<file path="src/rtl/fft_seq_pkg.sv">
// Shared types and helpers for the FFT working-store sequencer.
package fft_seq_pkg;

  localparam int ADDR_W_DEF = 5;
  localparam int DATA_W_DEF = 64;

  typedef enum logic [2:0] {IDLE, LOAD, RD, WAIT, WRITE, UNLOAD} seq_state_t;

  // Reverses the low w bits of v (w <= 16); upper result bits are zero.
  function automatic logic [15:0] bitrev(input logic [15:0] v, input int w);
    logic [15:0] r;
    r = {<<{v}};
    return r >> (16 - w);
  endfunction

endpackage

</file>
<file path="src/rtl/fft_seq_unload.sv">
// UNLOAD address/valid pipeline: issues the next read early on a handshake and holds it on stall.
// Build option FFT_SEQ_BITREV_EN selects bit-reversed (natural-order) output addressing.
module fft_seq_unload
  import fft_seq_pkg::*;
#(
  parameter int ADDR_W = ADDR_W_DEF
) (
  input  logic              clk,
  input  logic              rst,
  input  logic              active,
  input  logic              out_ready,
  output logic              out_valid,
  output logic              last_fire,
  output logic [ADDR_W-1:0] addr
);

  logic [ADDR_W-1:0] u;
  logic [ADDR_W-1:0] u_sel;
  logic              fire;

  assign fire      = out_valid & out_ready;
  assign last_fire = fire & (&u);
  // Address of the beat to present next cycle; held when downstream stalls.
  assign u_sel     = (fire && !(&u)) ? u + 1'b1 : u;

`ifdef FFT_SEQ_BITREV_EN
  assign addr = ADDR_W'(bitrev(16'(u_sel), ADDR_W));
`else
  assign addr = u_sel;
`endif

  always_ff @(posedge clk or posedge rst) begin
    if (rst) begin
      u         <= '0;
      out_valid <= 1'b0;
    end else begin
      u         <= active ? u_sel : '0;
      out_valid <= active & ~last_fire;
    end
  end

endmodule

</file>
<file path="src/rtl/fft_m2sram_seq.sv">
// Sequencer for the dual-bank working store: LOAD, NUM_STAGES in-place butterfly passes, UNLOAD.
// Build option FFT_SEQ_BITREV_EN (see fft_seq_unload) changes output ordering only.
//   state  | meaning
//   IDLE   | waiting for start
//   LOAD   | streaming input pairs into both banks
//   RD     | issue read of pair k
//   WAIT   | hold address while the external butterfly computes
//   WRITE  | write butterfly result back to pair k
//   UNLOAD | streaming pairs out under out_ready
module fft_m2sram_seq
  import fft_seq_pkg::*;
#(
  parameter int ADDR_W     = ADDR_W_DEF,
  parameter int DATA_W     = DATA_W_DEF,
  parameter int NUM_STAGES = 6,
  parameter int BF_LAT     = 2
) (
  input  logic              clk,
  input  logic              rst,
  input  logic              start,
  output logic              busy,
  output logic              done,
  input  logic              in_valid,
  output logic              in_ready,
  input  logic [DATA_W-1:0] in_d0,
  input  logic [DATA_W-1:0] in_d1,
  output logic              out_valid,
  input  logic              out_ready,
  output logic [DATA_W-1:0] out_q0,
  output logic [DATA_W-1:0] out_q1,
  input  logic [DATA_W-1:0] bf_d0,
  input  logic [DATA_W-1:0] bf_d1,
  output logic [2:0]        stage,
  output logic [ADDR_W-1:0] pair,
  output logic              mem_we,
  output logic [ADDR_W-1:0] mem_addr0,
  output logic [ADDR_W-1:0] mem_addr1,
  output logic [DATA_W-1:0] mem_d0,
  output logic [DATA_W-1:0] mem_d1,
  input  logic [DATA_W-1:0] mem_q0,
  input  logic [DATA_W-1:0] mem_q1
);

  localparam int                WCNT_W     = $clog2(BF_LAT + 2);
  localparam logic [ADDR_W-1:0] LAST_K     = '1;
  localparam logic [2:0]        LAST_STAGE = 3'(NUM_STAGES - 1);

  seq_state_t        state, state_nxt;
  logic [ADDR_W-1:0] cnt, cnt_nxt;
  logic [ADDR_W-1:0] k, k_nxt;
  logic [2:0]        stage_r, stage_nxt;
  logic [WCNT_W-1:0] wcnt, wcnt_nxt;
  logic              done_nxt;
  logic [ADDR_W-1:0] addr;
  logic [ADDR_W-1:0] unl_addr;
  logic              unl_last;

  fft_seq_unload #(.ADDR_W(ADDR_W)) u_unload (
    .clk       (clk),
    .rst       (rst),
    .active    (state == UNLOAD),
    .out_ready (out_ready),
    .out_valid (out_valid),
    .last_fire (unl_last),
    .addr      (unl_addr)
  );

  always_ff @(posedge clk or posedge rst) begin
    if (rst) begin
      state   <= IDLE;
      cnt     <= '0;
      k       <= '0;
      stage_r <= '0;
      wcnt    <= '0;
      done    <= 1'b0;
    end else begin
      state   <= state_nxt;
      cnt     <= cnt_nxt;
      k       <= k_nxt;
      stage_r <= stage_nxt;
      wcnt    <= wcnt_nxt;
      done    <= done_nxt;
    end
  end

  always_comb begin
    state_nxt = state;
    cnt_nxt   = cnt;
    k_nxt     = k;
    stage_nxt = stage_r;
    wcnt_nxt  = wcnt;
    done_nxt  = 1'b0;
    in_ready  = 1'b0;
    mem_we    = 1'b0;
    addr      = '0;
    mem_d0    = in_d0;
    mem_d1    = in_d1;
    unique case (state)
      IDLE: begin
        if (start) begin
          state_nxt = LOAD;
          cnt_nxt   = '0;
          k_nxt     = '0;
          stage_nxt = '0;
        end
      end
      LOAD: begin
        in_ready = 1'b1;
        mem_we   = in_valid;
        addr     = cnt;
        if (in_valid) begin
          if (cnt == LAST_K) begin
            state_nxt = RD;
            k_nxt     = '0;
            stage_nxt = '0;
          end else begin
            cnt_nxt = cnt + 1'b1;
          end
        end
      end
      RD: begin
        addr      = k;
        wcnt_nxt  = WCNT_W'(BF_LAT);
        state_nxt = WAIT;
      end
      WAIT: begin
        addr = k;
        if (wcnt == '0) state_nxt = WRITE;
        else            wcnt_nxt  = wcnt - 1'b1;
      end
      WRITE: begin
        mem_we = 1'b1;
        addr   = k;
        mem_d0 = bf_d0;
        mem_d1 = bf_d1;
        if (k == LAST_K) begin
          k_nxt = '0;
          if (stage_r == LAST_STAGE) begin
            state_nxt = UNLOAD;
          end else begin
            stage_nxt = stage_r + 3'd1;
            state_nxt = RD;
          end
        end else begin
          k_nxt     = k + 1'b1;
          state_nxt = RD;
        end
      end
      UNLOAD: begin
        addr = unl_addr;
        if (unl_last) begin
          state_nxt = IDLE;
          done_nxt  = 1'b1;
        end
      end
      default: state_nxt = IDLE;
    endcase
  end

  assign busy      = (state != IDLE);
  assign stage     = stage_r;
  assign pair      = k;
  assign mem_addr0 = addr;
  assign mem_addr1 = addr;
  assign out_q0    = mem_q0;
  assign out_q1    = mem_q1;

endmodule

</file>
<file path="config.mk">
export PLATFORM = sky130hd
export DESIGN_NAME = fft_m2sram_seq
export DESIGN_NICKNAME = d
export VERILOG_FILES = /design/src/rtl/fft_seq_pkg.sv /design/src/rtl/fft_seq_unload.sv /design/src/rtl/fft_m2sram_seq.sv
export SDC_FILE = /design/constraint.sdc
export NUM_CORES = 1
export LEC_CHECK = 0
export BUFFER_PORTS_ARGS = -buffer_cell sky130_fd_sc_hd__buf_4
export CAP_MARGIN = 20
export CORE_AREA = 2 2 262 264
export DETAILED_ROUTE_END_ITERATION = 12
export DIE_AREA = 0 0 264 266
export GPL_TIMING_DRIVEN = 0
export SYNTH_ARGS = -nofsm -noshare
export SYNTH_HDL_FRONTEND = slang
export SYNTH_SLANG_ARGS = --single-unit
</file>
<file path="constraint.sdc">
create_clock -name clk -period 2.75 [get_ports clk]
set_clock_uncertainty 0.15 [all_clocks]
set_input_delay 0 -clock clk [delete_from_list [all_inputs] [get_ports clk]]
set_output_delay 0 -clock clk [all_outputs]
set_load 0.05 [all_outputs]
</file>
### Yosys cells after proc, flatten, opt, wreduce, memory -nomap -nowiden

Cells that the tools add are included.

* bits in registers: 25
* input port bits: 389
* output and inout port bits: 279

* add/subtract/negate cells: 5
* equal/unequal tests: 17
* multiplexer cells: 33
* bitwise logic cells: 4
* reduce and logical (&&, ||, !) cells: 15

Operators with widths (count)
* $mux 64: 2
* $mux 5: 8
* $mux 3: 12
* $pmux 5 s3: 2
* $ne 2x2->1 const B: 9
* $pmux 3 s6: 1
* $add 5x1->5 const B: 3
* $eq 5x5->1 const B: 2
* $pmux 5 s2: 1
* $reduce_and 5->1: 2
* $eq 3x3->1 const B: 3
* $pmux 3 s3: 1
* $reduce_and 4->1: 2
* $eq 3x2->1 const B: 2
* $reduce_and 6->1: 1
* $reduce_bool 3->1: 2
* $pmux 2 s2: 1
* $reduce_bool 2->1: 2
* $add 3x1->3 const B: 1
* $and 1x1->1: 3
* $eq 3x1->1 const B: 1
* $logic_not 3->1: 1
* $mux 1: 3
* $reduce_or 3->1: 1
* 8 further kinds: 8

### Logic depth before layout (Yosys ltp)

Gate-level depths: netlist of the first run.

* depth after elaboration: 5
* gate-level depth with buffers: 8

### Hierarchy

From an unflattened synthesis of the first run, not the netlist that was laid out.

* cell total of the unflattened synthesis: 456
* area, all modules: 4281.6 µm²

By module, submodules not included
* fft_m2sram_seq: times used 1, cells an instance 428, area an instance 3941.3 µm², sequential area each 475.5 µm²
* fft_seq_unload: times used 1, cells an instance 28, area an instance 340.3 µm², sequential area each 150.1 µm²

### Worst setup path after synthesis of the first run

No wires, ideal clock.

* path type: reg-to-output
* from: register u_unload.u[0]
* to: output port mem_addr1[3]
* arrival time: 2.443 ns
* path slack: 0.157 ns
* stages on the path, launching flop included: 9
* buffers on the path: 1
* path through: dfrtp_1 > ha_1 > and3_1 > ha_1 > nand3b_1 > or3_1 > a21oi_1 > a211o_1 > buf_4

* cells in the longest elaborated chain, start to end: 5
* elaborated cells between the ends (all ways): 6

RTL lines
* start, declared: line fft_seq_unload.sv:17 `logic [ADDR_W-1:0] u;`
* start signal, assigned: line fft_seq_unload.sv:37 `u <= active ? u_sel : '0;`
* parallel branches: the longest is 3 deep, another holds $add 5x1->5
* $mux 5 *: line fft_seq_unload.sv:24 `assign u_sel = (fire && !(&u)) ? u + 1'b1 : u;`
* $pmux 5 s3 *: line fft_m2sram_seq.sv:98 `unique case (state)`
* end, declared: line fft_m2sram_seq.sv:37 `output logic [ADDR_W-1:0] mem_addr1,`

Every way passes the cells marked *.

### Worst setup path in the final report of the first run

* from: register u_unload.u[0]
* to: output port mem_addr1[0]

Same word-level chain as after synthesis.

==> summary.txt, run 1 <==
Pwr
  • Worst vdd ir: 0.5629 mV
  • PwrDens: 518.1 nW/um2
  • LEAKAGE: 5.330 nW

Worst setup path
  • CP required: 2.60 ns
  • Slowest Stage Delay on Critical Path: 0.42 ns
  • Most frequent cell on the critical path: buf_4
  • Crit-path max FO: 5
  • Crit end category: primary output
  • CP Class: reg -> out
  • Worst r2r path cells: 7
  • Stages on the worst setup path: 9
  • Buf/Inv on CP: 2
  • Delay-heaviest family, CP: compound AO/OA/AOI/OAI gates
  • Critical path startpoint category: flop
  • Worst Path Arrival: 2.56 ns
  • Critical-path cell with the highest stage delay: dfrtp_1
  • CP Cell Sequence: ha_2 > and3_4 > ha_4 > nand3b_1 > xor2_2 > a21oi_1 > a221o_1 > buf_4 > buf_4

Yosys
  • Synth unique cells: 50
  • Syn_area_per_cell: 5.883 um2
  • Synth Net Count: 1,105
  • Seq/Total Area, Yosys: 15.04%
  • Most used DFF post-synth: dfrtp_1
  • Synth Cell Area: 4159 um2
  • YS warnings: 0
  • Post-synth EDFFs: 0
  • Post-synth top area cell: nand2_1
  • Synthesized flop and latch total: 25
  • Asr flop ratio synth: 100.0%
  • Synth Instances: 707
  • Post-synth top area share: 36.01%
  • Largest cells by area after synthesis: nand2_1 (36%), buf_4 (24%), dfrtp_1 (15%), buf_6 (3.2%), ha_1 (2.7%)

Route
  • Post-route ant nets: 0
  • Final WL: 26,950 um
  • Pre-antenna DRT Iters: 4
  • DRT iter0 DRCs: 195
  • Wire per inst: 12.57 um
  • Via count: 6,378
  • DRC violations left: 0
  • Via-to-Cell Ratio: 2.973

STA
  • Final setup violation count: 0
  • Final period util: 98.55%
  • Max Fclk: 369.0 MHz
  • Final worst slack: 0.03984 ns
  • RSZ-0062 raised after global routing: true
  • Fin. max-slew vios: 0
  • Slew headroom: 65.77%
  • Final hold violation count: 0
  • Final min period: 2.710 ns
  • Worst slew pin tran: 0.5134 ns

Die
  • Core area: 67,750 um2
  • Core Rows: 96
  • IO Count: 668
  • Die H: 266 um
  • Die Width: 264 um
  • Initial Util: 6.139%
  • Die outline area: 70,220 um2

CTS
  • Clk_lat worst skew: 0.26 ns
  • Clock Path Buffers: 2
  • Number of CTS-inserted buffers: 3
  • CTS HTree Levels: 1
  • Clk slew on worst S/H paths: 0.06 ns
  • Root Buffer: clkbuf_16
  • Count of clock tree sinks: 25
  • CTS tree: done

Placed design
  • GP Congestion: 0.8377
  • Post-DP HPWL: 24,140 um
  • Setup WS pre-CTS: -0.04198 ns
  • Port bufs: 539

Run status
  • Status: complete, no violations

Layout
  • Final Util: 14.12%
  • Nets@finish: 1,657
  • Fill cell count: 7,859
  • Synth-to-Final Area Change: 130.1%
  • Layout cells sized above 1: 57.39%

Global route
  • Vias in the first global route: 6,088
  • Initial antenna violation count: 6
  • Largest net degree at the start of global routing: 26
  • All-Layer GR Usage: 6.753%
  • First-pass GRT wire length: 35,510 um
  • Grt total ovfl: 0

Run
  • Max-cap viol count: 0

Hold path
  • Hold Crit Class: in -> async
[synthesized netlist by cell type, types with 2 or more instances]
| master | n |
|---|---|
| nor2b_1 | 2 |
| clkbuf_1 | 6 |
| nand2_1 | 399 |
| buf_4 | 133 |
| nor3_1 | 2 |
| or3_1 | 2 |
| nand3_1 | 14 |
| nand2b_1 | 2 |
| a22oi_1 | 4 |
| and3_1 | 3 |
| a21oi_1 | 4 |
| a22o_1 | 4 |
| buf_6 | 12 |
| buf_2 | 17 |
| nor2_1 | 15 |
| o2bb2ai_1 | 2 |
| xor2_1 | 2 |
| nand3b_1 | 3 |
| a211o_1 | 3 |
| mux2i_1 | 2 |
| ha_1 | 9 |
| o21ai_0 | 7 |
| inv_1 | 9 |
| dfrtp_1 | 25 |
[final timing paths]
kind,from,slack [ns],to
worst max-delay path,u_unload.u[0]$_DFF_PP0_,0.04,mem_addr1[0]
worst min-delay path,rst,0.08,stage[0]$_DFFE_PP0P_
worst max register to register,cnt[1]$_DFFE_PP0P_,0.45,cnt[3]$_DFFE_PP0P_
worst min register to register,cnt[4]$_DFFE_PP0P_,0.38,cnt[4]$_DFFE_PP0P_
max in group asynchronous,rst,1.97,u_unload.u[0]$_DFF_PP0_
min in group clk,mem_q1[24],0.10,out_q1[24]
[layout by cell type, fill, tap and decap left out, drive strengths merged, types with 4 or more instances in the layout]
cell type / netlist / routed
a22o: 4 / 4
a21oi: 4 / 4
buf: 162 / 707
dfrtp: 25 / 25
nand2: 399 / 399
nand3: 14 / 14
inv: 9 / 9
o21ai: 9 / 9
nand3b: 4 / 4
nor2: 16 / 16
a22oi: 4 / 4
ha: 9 / 9
a211o: 4 / 4
diode: 0 / 5
clkbuf: 6 / 10
[worst register-to-register path, delay by kind of cell (launching register included)]
family                     cells  cell delay, ns
AOI/OAI and AO/OA              1            0.11
and+or+nand+nor                4            1.05
DFF                            1            0.45
adders and majority gates      2            0.48
[state kept, by name, summed over array words and instances (netlist names)]
name                flops
cnt                     5
pair                    5
u_unload.u              5
stage                   3
state                   3
wcnt                    2
done                    1
u_unload.out_valid      1
[stage by stage]
step | instance area [um2] | power, W | std cells | hold WS, ns | setup TNS [ns]
finish | 9568 | 0.004957 | 2145 | 0.07696 | 0
global route | 9568 | 0.005224 | 2145 | 0.09988 | -0.3356
CTS | 9447 | 0.004964 | 2137 | 0.09628 | 0
detailed placement | 9309 | 0.004596 | 2128 | 0.1042 | -0.04198
global placement | 9309 | 0.004592 | 2128 | 0.1040 | -0.01343
floorplan | 4159 | 0.003172 | 707 | -0.1227 | 0
[layout make-up]
class	instances	area, um2	area share [%]
Tap cell	882	1104	11.53
Antenna cell	5	12.51	0.1308
Timing Repair Buffer	547	4167	43.55
Multi-Input combinational cell	505	2298	24.02
Clock buffer	4	78.83	0.8239
Inverter	9	33.78	0.3531
Sequential cell	25	625.6	6.539
Buffer	168	1249	13.05
[report_power, final]
part	internal [W]	switching (W)	leakage, nW	total, W
clock	0.000198	0.000127	0.0382	0.000325
sequential	0.000435	0.0000737	0.337	0.000509
combinational	0.00140	0.00273	4.95	0.00412
[timing repair]
action,CTS,global route
buffers inserted,3,2
resized for setup,4,15
hold buffers,2,0
pin swaps,2,4
setup endpoints to repair,4,9
endpoints found under the hold margin,26,0
[cell families after synthesis]
kind of cell    count (synthesis)  share of synthesized area (%)
mux                             3                         0.7521
flops                          25                          15.04
compound gates                 37                          6.589
simple gates                  453                          43.62
fa+ha+maj                       9                          2.708
xor+xnor                        3                         0.6319
buf+inv                       177                          30.66
[routing by layer]
metal	vias up	GRT usage, %	wire length (um)
met5	-	0	0
met4	0	4.131	1642
met3	38	1.340	2209
met2	428	12.28	13190
met1	2744	7.181	9913
li1	3168	-	-
No activity file was read; power rests on OpenSTA's default activity.
==> run 2, diff against run 1 <==
--- a/config.mk
+++ b/config.mk
@@ -7,10 +7,12 @@
 export LEC_CHECK = 0
 export BUFFER_PORTS_ARGS = -buffer_cell sky130_fd_sc_hd__buf_4
 export CAP_MARGIN = 20
-export CORE_AREA = 2 2 262 264
+export CORE_AREA = 2 2 261 263
 export DETAILED_ROUTE_END_ITERATION = 12
-export DIE_AREA = 0 0 264 266
+export DIE_AREA = 0 0 263 265
 export GPL_TIMING_DRIVEN = 0
+export SKIP_CTS_REPAIR_TIMING = 1
 export SYNTH_ARGS = -nofsm -noshare
 export SYNTH_HDL_FRONTEND = slang
+export SYNTH_HIERARCHICAL = 1
 export SYNTH_SLANG_ARGS = --single-unit
==> summary.txt, run 2 <==
Die
  • Core Rows: 95
  • IO Count: 668
  • Die outline area: 69,700 um2
  • Die H: 265 um
  • Die Width: 263 um
  • Core area: 66,800 um2
  • Initial Util: 6.409%

Pwr
  • LEAKAGE: 4.628 nW
  • Worst vdd ir: 0.9586 mV
  • PwrDens: 554.4 nW/um2

Placed design
  • Area of placed instances: 9439 um2
  • Port bufs: 539
  • GP Congestion: 0.8799
  • Post-DP HPWL: 30,200 um
  • Cells after DPL: 1,868

Route
  • Via count: 5,231
  • DRT iter0 DRCs: 156
  • Final WL: 33,040 um
  • Wire per inst: 17.58 um
  • DRC violations left: 0
  • Pre-antenna DRT Iters: 4
  • Post-route ant nets: 0
  • Via-to-Cell Ratio: 2.784

Worst setup path
  • Critical path origin: u_unload/u[0]$_DFF_PP0_
  • Reg2reg setup slack: 0.48 ns
  • CP required: 2.60 ns
  • Worst Path Arrival: 2.51 ns
  • Reg2reg end: stage[1]$_DFFE_PP0P_
  • Crit-path max FO: 4
  • Worst r2r path cells: 6
  • Worst r2r src: cnt[1]$_DFFE_PP0P_
  • CP endpoint: mem_addr1[3]
  • CP Class: reg -> out
  • Critical path startpoint category: flop
  • Crit end category: primary output

STA
  • Final setup violation count: 0
  • Slew headroom: 45.54%
  • Final period util: 96.80%
  • Final hold violation count: 1
  • Fin. max-slew vios: 0
  • Worst slew pin tran: 0.8152 ns
  • Final min period: 2.662 ns
  • Final hold slack: -0.02073 ns
  • Max Fclk: 375.7 MHz
  • Setup TNS: 0 ns

Yosys
  • Synth Instances: 456
  • Post-synth top area cell: mux2_2
  • YS warnings: 6
  • Largest cells by area after synthesis: mux2_2 (35%), buf_4 (24%), dfrtp_1 (15%), ha_1 (2.6%), buf_6 (2.4%)
  • Synthesized flop and latch total: 25
  • Post-synth top area share: 34.98%
  • Synth cell count leaders: buf_4 (135), mux2_2 (133), dfrtp_1 (25)
  • Top-count cell post-synth: buf_4
  • Asr flop ratio synth: 100.0%
  • Most used DFF post-synth: dfrtp_1
  • Syn_area_per_cell: 9.389 um2
  • Synth unique cells: 53
  • Synth Cell Area: 4282 um2
  • Post-synth EDFFs: 0
  • Synth Net Count: 854
  • Seq/Total Area, Yosys: 14.61%

Global route
  • Initial antenna violation count: 5
  • Grt total ovfl: 0
  • Largest net degree at the start of global routing: 20
  • All-Layer GR Usage: 8.628%
  • Vias in the first global route: 5,149
  • First-pass GRT wire length: 42,310 um

CTS
  • Count of clock tree sinks: 25
  • Clk slew on worst S/H paths: 0.06 ns
  • CTS tree: done
  • Root Buffer: clkbuf_16
  • CTS HTree Levels: 1
  • Clk_lat worst skew: 0.26 ns
  • Number of CTS-inserted buffers: 3
  • Clock Path Buffers: 2

Run
  • Max-cap viol count: 0

Layout
  • Synth-to-Final Area Change: 123.5%
  • Layout cells sized above 1: 84.82%
  • Most frequent cells in the layout: buf_4 (673), mux2_2 (133), dfrtp_1 (25)
  • Design area: 9570 um2
  • Nets@finish: 1,400
  • Commonest non-fill, non-tap cell in the layout: buf_4
  • Post-route insts no fill: 1,879

Hold path
  • Hold Crit Class: in -> reg

Run status
  • Failing checks: hold timing
  • Status: finished, violations left
## run 2: cell types whose count changed after synthesis, sizes merged, moves of 3 or more
cell / change
clkbuf: -4
inv: +6
buf: -9
a211o: -4
nand3: -6
mux2i: +7
nand2: -380
mux2: +134
nor2: -13
and2: +5
a22o: -3
nand2b: +3
nor3b: +3
## run 2: layout make-up
cell class              instances  area [um2]
diodes                          5       12.51
plain buffers                 155        1167
clock buffers                   4       78.83
fillers                      7636       57230
inverters                      15       56.30
multi-input cells             261        2464
flip-flops and latches         25       625.6
well taps                     873        1092
repair buffers                541        4074
## run 2: per-layer routing
| layer | GRT usage, % | share of wire, % | up-vias |
|---|---|---|---|
| li1 | - | - | 2554 |
| met1 | 10.10 | 39 | 2367 |
| met2 | 15.72 | 52 | 275 |
| met3 | 1.152 | 5.1 | 35 |
| met4 | 3.645 | 4.2 | 0 |
| met5 | 0 | 0 | - |
## run 2: how the worst min path moves through the flow
| stage | startpoint | endpoint | depth (start not counted) |
|---|---|---|---|
| after floorplan | rst | u_unload/out_valid$_DFF_PP0_ | 1 |
| after global placement | rst | u_unload/u[4]$_DFF_PP0_ | 2 |
| after detailed placement | rst | u_unload/u[4]$_DFF_PP0_ | 2 |
| after CTS | rst | u_unload/u[2]$_DFF_PP0_ | 2 |
| after global routing | in_valid | cnt[3]$_DFFE_PP0P_ | 3 |
| final | in_valid | cnt[3]$_DFFE_PP0P_ | 3 |
## run 2: per-stage QoR
step / utilization, % / total power (W) / worst slack, ns
after global placement: 14.13 / 0.005035 / 0.1737
after detailed placement: 14.13 / 0.005035 / 0.1836
after floorplan: - / 0.003531 / 0.03640
final: 14.33 / 0.005306 / 0.08803
after global routing: 14.33 / 0.005595 / -0.005124
after CTS: 14.25 / 0.005374 / -0.1195
## run 2: kinds of logic (layout without fill, tap and decap cells)
| kind of cell | count (synthesis) | in the layout | share of synthesized area, % |
|---|---|---|---|
| fa+ha+maj | 9 | 9 | 2.630 |
| buf+inv | 170 | 715 | 28.58 |
| other cells | 0 | 5 | 0 |
| compound gates | 37 | 37 | 5.932 |
| flops | 25 | 25 | 14.61 |
| mux | 144 | 144 | 37.79 |
| xor+xnor | 3 | 3 | 0.6138 |
| simple gates | 68 | 68 | 9.848 |
## run 2: power by group
group / switching, W / leakage (nW) / total, W / internal, W
combinational: 0.00277 / 4.26 / 0.00439 / 0.00161
sequential: 0.000128 / 0.331 / 0.000595 / 0.000467
clock: 0.000126 / 0.0382 / 0.000324 / 0.000198
## run 2: critical path, stage by stage (launching register included)
cell	delay, ns
dfrtp_1	0.41
ha_2	0.20
and3_1	0.15
ha_2	0.18
nand3b_4	0.20
nor2_4	0.13
xor2_1	0.18
mux2i_1	0.11
mux2_2	0.27
o21ai_2	0.15
buf_4	0.14
buf_8	0.13
